===== src/rtl/booth_r4_pp_accum.sv =====
// Radix-4 Booth partial-product accumulator: decodes one {enc,neg} digit per cycle (LSD first)
// and sums the shifted partial products into a signed 2*WIDTH product. Option: BOOTH_PP_APPROX_NEG_EN.
module booth_r4_pp_accum #(
  parameter int WIDTH = 8
) (
  input  logic                 clk,
  input  logic                 rst,
  input  logic                 start,
  input  logic [WIDTH-1:0]     mcand,
  input  logic                 dig_valid,
  output logic                 dig_ready,
  input  logic [2:0]           enc,
  input  logic                 neg,
  output logic [2*WIDTH-1:0]   prod,
  output logic                 prod_valid,
  input  logic                 prod_ready,
  output logic                 busy,
  output logic                 err
);

  localparam int NDIG = WIDTH / 2;
  localparam int PW   = 2 * WIDTH;
  localparam int CW   = (NDIG > 1) ? $clog2(NDIG) : 1;
  localparam logic [CW-1:0] LAST_CNT = CW'(NDIG - 1);

  typedef enum logic [1:0] {
    S_IDLE  = 2'd0,
    S_ACCUM = 2'd1,
    S_DONE  = 2'd2
  } state_t;

  state_t           state_r, state_next_s;
  logic             dig_ready_r, busy_r, prod_valid_r;
  logic             dig_ready_next_s, busy_next_s, prod_valid_next_s;
  logic [WIDTH-1:0] mcand_r;
  logic [PW-1:0]    acc_r, prod_r, term_s, acc_sum_s;
  logic [CW-1:0]    cnt_r;
  logic             err_r, illegal_s, accept_s;

  function automatic logic is_illegal(input logic [2:0] e);
    return (e[1] == e[2]);
  endfunction

  // Negation happens after sign extension so that -(-2*mcand) does not overflow the WIDTH+1 pp.
  function automatic logic [PW-1:0] decode_pp(input logic [2:0] e, input logic n,
                                              input logic [WIDTH-1:0] m);
    logic [WIDTH:0] pp;
    logic [PW-1:0]  ext;
    logic           nz;
    pp = {(WIDTH+1){1'b0}};
    nz = 1'b0;
    if (is_illegal(e)) begin
      pp = {(WIDTH+1){1'b0}};
      nz = 1'b0;
    end else if (e[2]) begin
      pp = {m[WIDTH-1], m};
      nz = 1'b1;
    end else if (!e[0]) begin
      pp = {m, 1'b0};
      nz = 1'b1;
    end else begin
      pp = {(WIDTH+1){1'b0}};
      nz = 1'b0;
    end
    ext = {{(WIDTH-1){pp[WIDTH]}}, pp};
    if (n && nz) begin
`ifdef BOOTH_PP_APPROX_NEG_EN
      ext = ~ext;
`else
      ext = ~ext + {{(PW-1){1'b0}}, 1'b1};
`endif
    end else begin
      ext = ext;
    end
    return ext;
  endfunction

  assign accept_s  = dig_valid && dig_ready_r;
  assign illegal_s = is_illegal(enc);

  // Shifted partial product and running sum for the digit on the input
  always_comb begin
    term_s    = decode_pp(enc, neg, mcand_r) << {cnt_r, 1'b0};
    acc_sum_s = acc_r + term_s;
  end

  // State and registered handshake outputs
  always_ff @(posedge clk) begin
    if (rst) begin
      state_r      <= S_IDLE;
      dig_ready_r  <= 1'b0;
      busy_r       <= 1'b0;
      prod_valid_r <= 1'b0;
    end else begin
      state_r      <= state_next_s;
      dig_ready_r  <= dig_ready_next_s;
      busy_r       <= busy_next_s;
      prod_valid_r <= prod_valid_next_s;
    end
  end

  // Next-state logic
  always_comb begin
    state_next_s = state_r;
    case (state_r)
      S_IDLE: begin
        if (start) state_next_s = S_ACCUM;
        else       state_next_s = S_IDLE;
      end
      S_ACCUM: begin
        if (accept_s && (cnt_r == LAST_CNT)) state_next_s = S_DONE;
        else                                 state_next_s = S_ACCUM;
      end
      S_DONE: begin
        if (prod_ready) state_next_s = S_IDLE;
        else            state_next_s = S_DONE;
      end
      default: state_next_s = S_IDLE;
    endcase
  end

  // Output decode from the upcoming state, registered above
  always_comb begin
    dig_ready_next_s  = 1'b0;
    busy_next_s       = 1'b0;
    prod_valid_next_s = 1'b0;
    case (state_next_s)
      S_IDLE: begin
        dig_ready_next_s  = 1'b0;
        busy_next_s       = 1'b0;
        prod_valid_next_s = 1'b0;
      end
      S_ACCUM: begin
        dig_ready_next_s  = 1'b1;
        busy_next_s       = 1'b1;
        prod_valid_next_s = 1'b0;
      end
      S_DONE: begin
        dig_ready_next_s  = 1'b0;
        busy_next_s       = 1'b1;
        prod_valid_next_s = 1'b1;
      end
      default: begin
        dig_ready_next_s  = 1'b0;
        busy_next_s       = 1'b0;
        prod_valid_next_s = 1'b0;
      end
    endcase
  end

  // Operand latch, accumulator, digit counter and sticky error
  always_ff @(posedge clk) begin
    if (rst) begin
      mcand_r <= {WIDTH{1'b0}};
      acc_r   <= {PW{1'b0}};
      prod_r  <= {PW{1'b0}};
      cnt_r   <= {CW{1'b0}};
      err_r   <= 1'b0;
    end else begin
      case (state_r)
        S_IDLE: begin
          if (start) begin
            mcand_r <= mcand;
            acc_r   <= {PW{1'b0}};
            cnt_r   <= {CW{1'b0}};
            err_r   <= 1'b0;
          end
        end
        S_ACCUM: begin
          if (accept_s) begin
            acc_r <= acc_sum_s;
            cnt_r <= cnt_r + {{(CW-1){1'b0}}, 1'b1};
            err_r <= err_r | illegal_s;
            if (cnt_r == LAST_CNT) prod_r <= acc_sum_s;
          end
        end
        default: begin
          acc_r <= acc_r;
        end
      endcase
    end
  end

  assign dig_ready  = dig_ready_r;
  assign busy       = busy_r;
  assign prod_valid = prod_valid_r;
  assign prod       = prod_r;
  assign err        = err_r;

endmodule


===== config.mk =====
export PLATFORM = sky130hd
export DESIGN_NAME = booth_r4_pp_accum
export DESIGN_NICKNAME = d
export VERILOG_FILES = /design/src/rtl/booth_r4_pp_accum.sv
export SDC_FILE = /design/constraint.sdc
export NUM_CORES = 1
export LEC_CHECK = 0
export BUFFER_PORTS_ARGS = -buffer_cell sky130_fd_sc_hd__clkbuf_2
export CORE_MARGIN = 4
export CORE_UTILIZATION = 30
export DETAILED_ROUTE_END_ITERATION = 8
export PLACE_DENSITY = 0.47
export SLEW_MARGIN = 10
export SYNTH_ARGS = -nofsm -noshare
export SYNTH_HDL_FRONTEND = slang
export SYNTH_SLANG_ARGS = --single-unit

===== constraint.sdc =====
create_clock -name clk -period 7.5 [get_ports clk]
set_clock_uncertainty 0.15 [all_clocks]
set_input_delay 0.75 -clock clk [delete_from_list [all_inputs] [get_ports clk]]
set_output_delay 0.75 -clock clk [all_outputs]
set_load 0.02 [all_outputs]

==> results of run 1 <==
power breakdown:
| part | leakage, nW | switching, mW | total [mW] | internal [mW] |
|---|---|---|---|---|
| logic | 0.974 | 0.0535 | 0.0866 | 0.0331 |
| clock network | 0.0516 | 0.0942 | 0.170 | 0.0756 |
| registers | 0.389 | 0.00568 | 0.265 | 0.259 |
| total | 1.41 | 0.153 | 0.521 | 0.368 |
flip-flops by register name, indices dropped and copies added, names as in the netlist:
| signal | flops |
|---|---|
| state_r | 2 |
| mcand_r | 8 |
| prod | 16 |
| cnt_r | 2 |
| busy | 1 |
| dig_ready | 1 |
| prod_valid | 1 |
| acc_r | 16 |
| err | 1 |
layout make-up:
class	instances	area (um2)	area share, %
Multi-Input combinational cell	315	2060	58.4
Sequential cell	48	961	27.2
Timing Repair Buffer	37	188	5.32
Tap cell	136	170	4.82
Clock buffer	6	82.6	2.34
Inverter	14	52.6	1.49
Clock inverter	2	13.8	0.390
critical path: stages:
cell and delay (ns):
clkbuf_2 0.15, nor2b_1 0.46, a22oi_1 0.18, ha_1 0.26
nor2b_1 0.14, o221ai_1 0.12, o21ai_0 0.12, o21ai_0 0.16
and2_1 0.23, ha_1 0.33, a21o_1 0.18, a21oi_1 0.28
o21ai_0 0.21, a2111oi_0 0.60, nor2_1 0.18, nor4b_1 0.29
a211o_1 0.14
cells in the mapped netlist (2+ instances only):
cell	n	area share, %
nand2b_1	3	0.59
nand3b_1	2	0.48
a21o_1	4	0.95
a22oi_1	8	1.9
xor2_1	3	0.83
buf_6	2	0.71
o221ai_1	2	0.55
nor2_1	41	4.9
o31ai_1	2	0.48
o21a_1	4	0.95
a211o_1	2	0.55
mux2i_1	6	1.9
clkbuf_1	15	1.8
inv_1	12	1.4
nand3_1	9	1.4
a22o_1	4	1.1
nor2b_1	5	0.99
ha_1	19	7.5
a21oi_1	39	6.2
a22o_2	2	0.63
o211ai_1	3	0.71
a211oi_1	5	1.2
o21ai_0	19	3.0
a31oi_1	4	0.79
xnor2_1	10	2.8
a21boi_0	3	0.71
dfxtp_1	48	30
o22ai_1	5	0.99
nor3b_1	3	0.71
nand2_1	56	6.7
nor3_1	8	1.3
and2_1	3	0.59
nand2_2	2	0.40
mux2_2	3	1.1
a2111oi_0	3	0.83
nor4b_1	2	0.55
routing by layer:
| layer | wire length, um | GRT usage, % |
|---|---|---|
| met1 | 3990 | 17.2 |
| met2 | 3750 | 23.1 |
| met3 | 248 | 2.68 |
| met4 | 160 | 3.86 |
| met5 | 0 | 0 |
cell families after synthesis:
| logic type | after synthesis | share of synthesized area [%] |
|---|---|---|
| adders and majority gates | 20 | 8.16 |
| DFF | 48 | 30.4 |
| xor gates and xnor gates | 14 | 4.12 |
| buffers and inverters | 32 | 4.28 |
| and+or+nand+nor | 149 | 22.8 |
| AOI/OAI and AO/OA | 121 | 26.1 |
| muxes | 11 | 4.16 |
through the flow:
step / setup slack (ns) / power, mW / hold WS (ns) / instances / util (%)
floorplan: 3.30 / 0.334 / 0.277 / 395 / -
global placement: 2.69 / 0.357 / 0.295 / 550 / 33.4
detailed placement: 2.53 / 0.357 / 0.300 / 550 / 33.4
CTS: 2.83 / 0.533 / 0.314 / 558 / 34.4
global route: 2.38 / 0.550 / 0.331 / 558 / 34.4
finish: 2.84 / 0.521 / 0.308 / 558 / 34.4
worst max path at each step:
stage                start         to  cells past startpoint
finish              enc[2]   prod[12]                     17
global route        enc[2]  acc_r[14]                     17
CTS                 enc[2]   prod[12]                     17
detailed placement  enc[2]   prod[12]                     17
global placement    enc[2]  acc_r[14]                     17
floorplan           enc[2]  acc_r[14]                     17
==> impl_metrics.csv, run 1 <==
group,metric,value,unit
status,outcome,"complete, no violations",
sta,grt_setup_unrepaired,"false",
global_route,gr-total-overflow,0,
floorplanning,die_w,111,um
hold_path,hold_depth,2,
detailed_routing,dr.pass1.iters,4,
sta,slew_viol_final,0,
placement,io_buffer_count,36,
sta,min_period,4.66,ns
floorplanning,dieArea,0.0122,mm2
setup_path,worst-endpoint-arrival,4.77,ns
sta,worstMarginPinSlew,0.942,ns
floorplanning,fp.dieH,111,um
setup_path,ff2ff_setup_slack,3.41,ns
clock_network,clock_sinks,48,
clock_network,cts-root-buf,"clkbuf_8",
placement,placed_area,0.00343,mm2
setup_path,r2r-end,"prod[12]",
power_and_ir_drop,p_leak,1.41,nW
detailed_routing,vias_per_cell,5.03,
clock_network,clockBufferDepth,2,
synthesis,synthesis.area,0.00316,mm2
detailed_routing,vias,2804,
cells_and_area,layout.nets,458,
global_route,grt_max_degree,46,
setup_path,crit_type,"input pin to flop",
global_route,grt_antenna_before_repair,0,
clock_network,htreeDepth,2,
detailed_routing,drtIter0Drc,152,
hold_path,hold_start,"prod[8]",
cells_and_area,diodes,0,
placement,place_congestion,0.890,
setup_path,cp-end-kind,"flop",
synthesis,synth_seq_cells,48,
synthesis,synth_cells,395,
clock_network,clk_latency,0.31,ns
setup_path,cp.required,7.61,ns
hold_path,hold_end,"prod[8]",
clock_network,cts_resized,0,
sta,finalHoldViolCount,0,
hold_path,hold_class,"flop to flop",
cells_and_area,final_cell_mix,"56 x nand2_1, 48 x dfxtp_1, 41 x nor2_1",
cells_and_area,fillers,1141,
sta,setup_viol,0,
clock_network,numCtsBuffers,5,
cells_and_area,design_area,0.00353,mm2
synthesis,synth_cell_types,70,
cells_and_area,drive_gt1_share,15.9,%
cells_and_area,final_common_cell,"nand2_1",
floorplanning,initial_core_util,30.7,%
cells_and_area,areaGrowthSynthToFinish,11.8,%
detailed_routing,drc,0,
synthesis,synth-edff-count,0,
setup_path,rr_worst_depth,15,
detailed_routing,antenna_left,0,
floorplanning,pin_count,37,
sta,tns,0,ns
synthesis,async_reset_ff_share,0,%
synthesis,ys_warn_count,0,
placement,hpwl,6220,um
sta,timing.final.crit_share,62.1,%
clock_network,clk_pin_slew,0.10,ns
synthesis,syn-num-nets,432,
synthesis,syn_avg_cell_area,8.00,um2
detailed_routing,post_drt_wl_per_cell,14.6,um
global_route,grt_pass1_wl,13900,um
run,cap_violations,0,
floorplanning,rows,37,
sta,relSlewSlack,37.2,%
sta,fmax,215,MHz
clock_network,cts_tree,"done",
power_and_ir_drop,p_per_area,148,mW/mm2
global_route,track_usage,13.5,%
floorplanning,coreArea,0.0103,mm2
setup_path,startpoint_type,"input pin",
synthesis,ys.flop_type,"dfxtp_1",
clock_network,post_cts_buffers,0,
clock_network,hold_buffers,0,
detailed_routing,postRouteWirelength,8150,um
power_and_ir_drop,ir_drop,0.0764,mV
setup_path,crit_fanout,8,
global_route,grt_pass1_vias,2781,
synthesis,ys_seq_area_share,30.4,%
setup_path,r2r_start,"mcand_r[0]",
(Power assumes the default switching activity.)
==> run 2, diff against run 1 <==
==> constraint.sdc (replaced) <==
create_clock -name clk -period 4.3 [get_ports clk]
set_clock_uncertainty 0.15 [all_clocks]
set_input_delay 0.43 -clock clk [delete_from_list [all_inputs] [get_ports clk]]
set_output_delay 0.43 -clock clk [all_outputs]
set_load 0.02 [all_outputs]
==> impl_metrics.csv, run 2 (synthesized netlist as in run 1, its figures left out) <==
group,metric,value,unit
setup_path,crit_fanout,7,
cells_and_area,drive_gt1_share,23.7,%
detailed_routing,wl_met2,3920,um
power_and_ir_drop,intPower,0.720,mW
cells_and_area,final_common_cell,"nand2_1",
sta,finalHoldViolCount,0,
clock_network,clock_sinks,48,
sta,tns,0,ns
power_and_ir_drop,p_per_area,258,mW/mm2
power_and_ir_drop,seqPwrFrac,46.6,%
floorplanning,die_w,111,um
detailed_routing,postRouteWirelength,8370,um
sta,relSlewSlack,38.5,%
cells_and_area,seq_area,961,um2
sta,fmax,254,MHz
cells_and_area,areaGrowthSynthToFinish,21.9,%
setup_path,crit_type,"input pin to flop",
setup_path,max_stage_delay,0.51,ns
global_route,grt_antenna_before_repair,0,
placement,place_congestion,0.901,
cells_and_area,utilization,37.5,%
cells_and_area,fillers,1121,
cells_and_area,multi_input_area,0.00210,mm2
floorplanning,dieArea,0.0122,mm2
power_and_ir_drop,comb_power_share,17.7,%
clock_network,clk_pin_slew,0.09,ns
floorplanning,rows,37,
sta,worstMarginPinSlew,0.923,ns
global_route,track_usage,14.1,%
sta,timing.final.crit_share,91.6,%
detailed_routing,drc,0,
hold_path,hold_class,"input pin to flop",
global_route,grt_pass1_vias,2913,
global_route,grt_max_degree,46,
detailed_routing,post_drt_wl_per_cell,14.1,um
setup_path,cp-end-kind,"flop",
sta,slew_viol_final,0,
clock_network,numCtsBuffers,5,
sta,setup_viol,0,
detailed_routing,vias,2976,
clock_network,cts_tree,"done",
setup_path,startpoint_type,"input pin",
setup_path,cp.required,4.30,ns
power_and_ir_drop,p_switching,0.273,mW
power_and_ir_drop,clockPowerShare,35.7,%
cells_and_area,design_area,0.00385,mm2
sta,worst_slack,0.362,ns
detailed_routing,vias_per_cell,5.03,
floorplanning,pin_count,37,
sta,whs,0.186,ns
clock_network,clockBufferDepth,2,
placement,hpwl,6480,um
floorplanning,fp.dieH,111,um
status,outcome,"complete, no violations",
power_and_ir_drop,p_leak,1.60,nW
detailed_routing,dr.pass1.iters,4,
placement,dp_slack,-0.176,ns
clock_network,hold_buffers,0,
cells_and_area,diodes,0,
floorplanning,initial_core_util,30.7,%
detailed_routing,route.top_layer_used,"met4",
run,cap_violations,0,
placement,placed_area,0.00369,mm2
setup_path,crit_slowest_cell,"or3b_1",
setup_path,worst-endpoint-arrival,3.94,ns
detailed_routing,antenna_left,0,
placement,dpl.cell_count,584,
power_and_ir_drop,ir_drop,0.162,mV
sta,min_period,3.94,ns
detailed_routing,route.met3.wl,260,um
global_route,gr-total-overflow,0,
global_route,grt_pass1_wl,14600,um
power_and_ir_drop,swShare,27.5,%
setup_path,path_common_cell,"buf_4",
sta,grt_setup_unrepaired,"false",
cells_and_area,layout.nets,492,
placement,io_buffer_count,36,
floorplanning,coreArea,0.0103,mm2
setup_path,path_cells,"clkbuf_2 -> buf_4 -> or3b_1 -> buf_4 -> o221ai_1 -> o21ai_0 -> o21ai_0 -> and2_1 -> ha_1 -> a21o_1 -> a21oi_1 -> buf_4 -> o21bai_1 -> a2111oi_1 -> buf_4 -> o21ai_0 -> nand3_1 -> a21oi_1",
detailed_routing,drtIter0Drc,116,
clock_network,clk_latency,0.30,ns
detailed_routing,wl_met1,4070,um
cells_and_area,layout.cells.non_filler,592,
cells_and_area,final_cell_mix,"56 x nand2_1, 48 x dfxtp_1, 41 x nor2_1",
clock_network,cts-root-buf,"clkbuf_8",
clock_network,htreeDepth,2,
power_and_ir_drop,total_power,0.993,mW
## run 2: cell types whose count changed in the layout (fill, tap and decap cells not counted), moves of 2 or more
cell	delta
buf_4	+34
a2111oi_0	-2
a2111oi_1	+2
a21oi_1	-2
a21oi_2	+2
## run 2: critical path: cells and delay by family
family	cells	cell delay, ns
AOI/OAI and AO/OA	9	1.67
adders and majority gates	1	0.25
and+or+nand+nor	3	0.81
buffers and inverters	5	0.77
## run 2: cell type report
type / instances / area share [%]
multi-input cells: 315 / 54.6
clock inverters: 2 / 1.01
clock buffers: 6 / 2.14
repair buffers: 71 / 11.5
well taps: 136 / 4.42
inverters: 14 / 1.36
flip-flops and latches: 48 / 25.0
## run 2: power groups by stage
| stage | logic (mW) | registers (mW) | clock network [mW] |
|---|---|---|---|
| finish | 0.176 | 0.462 | 0.355 |
| global placement | 0.173 | 0.473 | 0 |
| global route | 0.198 | 0.464 | 0.387 |
| detailed placement | 0.174 | 0.473 | 0 |
| CTS | 0.175 | 0.462 | 0.365 |
| floorplan | 0.113 | 0.470 | 0 |
## run 2: final timing paths
path	from	end	slack [ns]	depth (start not counted)
worst max register to register	mcand_r[0]	acc_r[14]	0.53	16
worst min-delay path	mcand[0]	mcand_r[0]	0.19	3
worst max-delay path	enc[2]	prod[8]	0.36	18
worst min register to register	prod[9]	prod[9]	0.31	2
## run 2: metal layers
| layer | up-vias | GRT usage [%] |
|---|---|---|
| met5 | - | 0 |
| met4 | 0 | 3.28 |
| met3 | 8 | 2.68 |
| met2 | 39 | 22.9 |
| met1 | 1393 | 19.4 |
| li1 | 1536 | - |
## run 2: what timing repair did
| item | CTS | global route |
|---|---|---|
| gates resized for setup | 0 | 10 |
| setup endpoints to repair | 0 | 10 |
| setup buffers | 0 | 0 |
==> run 3, diff against run 2 <==
--- a/config.mk
+++ b/config.mk
@@ -6,8 +6,10 @@
 export NUM_CORES = 1
 export LEC_CHECK = 0
 export BUFFER_PORTS_ARGS = -buffer_cell sky130_fd_sc_hd__clkbuf_2
-export CORE_MARGIN = 4
+export CAP_MARGIN = 40
+export CORE_MARGIN = 2
 export CORE_UTILIZATION = 30
+export CTS_CLUSTER_DIAMETER = 200
 export DETAILED_ROUTE_END_ITERATION = 8
 export PLACE_DENSITY = 0.47
 export SLEW_MARGIN = 10
==> impl_metrics.csv, run 3 (synthesized netlist as in run 1, its figures left out) <==
group,metric,value,unit
status,outcome,"complete, no violations",
global_route,gr-total-overflow,0,
global_route,track_usage,15.8,%
detailed_routing,vias_per_cell,4.98,
clock_network,clock_sinks,48,
sta,relSlewSlack,49.8,%
setup_path,cp-end-kind,"flop",
setup_path,worst-endpoint-arrival,4.06,ns
detailed_routing,vias,2966,
global_route,grt_pass1_wl,14300,um
clock_network,cts_tree,"done",
floorplanning,die_w,107,um
power_and_ir_drop,p_per_area,267,mW/mm2
clock_network,clk_latency,0.32,ns
setup_path,crit_fanout,8,
cells_and_area,final_common_cell,"nand2_1",
placement,hpwl,6580,um
hold_path,hold_class,"input pin to flop",
detailed_routing,antenna_left,0,
floorplanning,coreArea,0.0103,mm2
sta,whs,0.179,ns
cells_and_area,layout.nets,496,
cells_and_area,diodes,0,
power_and_ir_drop,total_power,1.04,mW
setup_path,cp.required,4.39,ns
floorplanning,rows,37,
floorplanning,fp.dieH,107,um
detailed_routing,drc,0,
sta,finalHoldViolCount,0,
sta,worstMarginPinSlew,0.753,ns
sta,fmax,252,MHz
clock_network,numCtsBuffers,5,
global_route,grt_antenna_before_repair,0,
cells_and_area,utilization,37.9,%
placement,io_buffer_count,36,
global_route,grt_max_degree,27,
setup_path,startpoint_type,"input pin",
cells_and_area,fillers,1120,
global_route,grt_pass1_vias,3024,
placement,place_congestion,0.865,
cells_and_area,drive_gt1_share,23.5,%
detailed_routing,post_drt_wl_per_cell,14.4,um
sta,min_period,3.97,ns
sta,tns,0,ns
clock_network,htreeDepth,2,
clock_network,hold_buffers,0,
floorplanning,pin_count,37,
setup_path,crit_type,"input pin to flop",
floorplanning,dieArea,0.0114,mm2
sta,timing.final.crit_share,92.4,%
power_and_ir_drop,p_leak,1.63,nW
clock_network,clockBufferDepth,2,
floorplanning,initial_core_util,30.7,%
detailed_routing,dr.pass1.iters,7,
power_and_ir_drop,ir_drop,0.113,mV
cells_and_area,final_cell_mix,"56 x nand2_1, 48 x dfxtp_1, 41 x nor2_1",
detailed_routing,drtIter0Drc,117,
cells_and_area,areaGrowthSynthToFinish,23.2,%
run,cap_violations,0,
clock_network,clk_pin_slew,0.10,ns
detailed_routing,postRouteWirelength,8560,um
clock_network,cts-root-buf,"clkbuf_8",
sta,setup_viol,0,
sta,slew_viol_final,0,
-- run 3: area by class of cell --
cell class / instances / area, um2 / share of cell area [%]
multi-input cells: 315 / 2090 / 53.6
flip-flops and latches: 48 / 961 / 24.7
repair buffers: 75 / 493 / 12.7
well taps: 136 / 170 / 4.37
clock buffers: 5 / 68.8 / 1.77
clock inverters: 2 / 60.1 / 1.54
inverters: 14 / 52.6 / 1.35
-- run 3: where the power goes --
| part | switching [mW] | internal, mW | total, mW |
|---|---|---|---|
| combinational | 0.101 | 0.0811 | 0.182 |
| clock | 0.166 | 0.229 | 0.396 |
| sequential | 0.00940 | 0.452 | 0.461 |
| total | 0.277 | 0.762 | 1.04 |
-- run 3: routing by layer --
metal / GRT usage (%) / wire (um) / vias up
met1: 20.3 / 4060 / 1387
met5: 0 / 0 / -
met3: 2.80 / 275 / 9
met4: 4.27 / 111 / 0
li1: - / - / 1541
met2: 27.1 / 4110 / 29
-- run 3: final timing paths --
kind | start | end | slack (ns) | depth (start not counted)
hold reg to reg | prod[8] | prod[8] | 0.31 | 2
setup / recovery | enc[2] | prod[15] | 0.33 | 20
hold / removal | mcand[6] | mcand_r[6] | 0.18 | 3
setup reg to reg | mcand_r[0] | prod[15] | 0.41 | 17
-- run 3: metrics by stage --
step	instance area (um2)	cells	worst slack [ns]
after floorplan	3160	395	0.425
after CTS	3860	594	0.231
final	3890	595	0.327
after global placement	3700	586	-0.0134
after detailed placement	3730	587	-0.0801
after global routing	3890	595	-0.0320
-- run 3: repair_timing --
action	CTS	global route
hold endpoints to repair	0	0
buffers inserted	0	1
endpoints found under the setup margin	0	9
gates resized for setup	0	7
-- run 3: worst max-delay path, stage by stage --
cell and delay, ns:
clkbuf_2 0.09, nor2b_1 0.12, buf_4 0.15, a22oi_1 0.19
ha_1 0.20, o221ai_1 0.17, nor3b_1 0.23, nand3_1 0.14
and4b_1 0.27, o31ai_2 0.22, o21ai_0 0.12, ha_1 0.37
buf_4 0.15, a21oi_1 0.22, o211ai_1 0.14, o2111ai_1 0.12
a31o_2 0.21, xor2_2 0.19, xnor2_1 0.10, a211oi_2 0.21
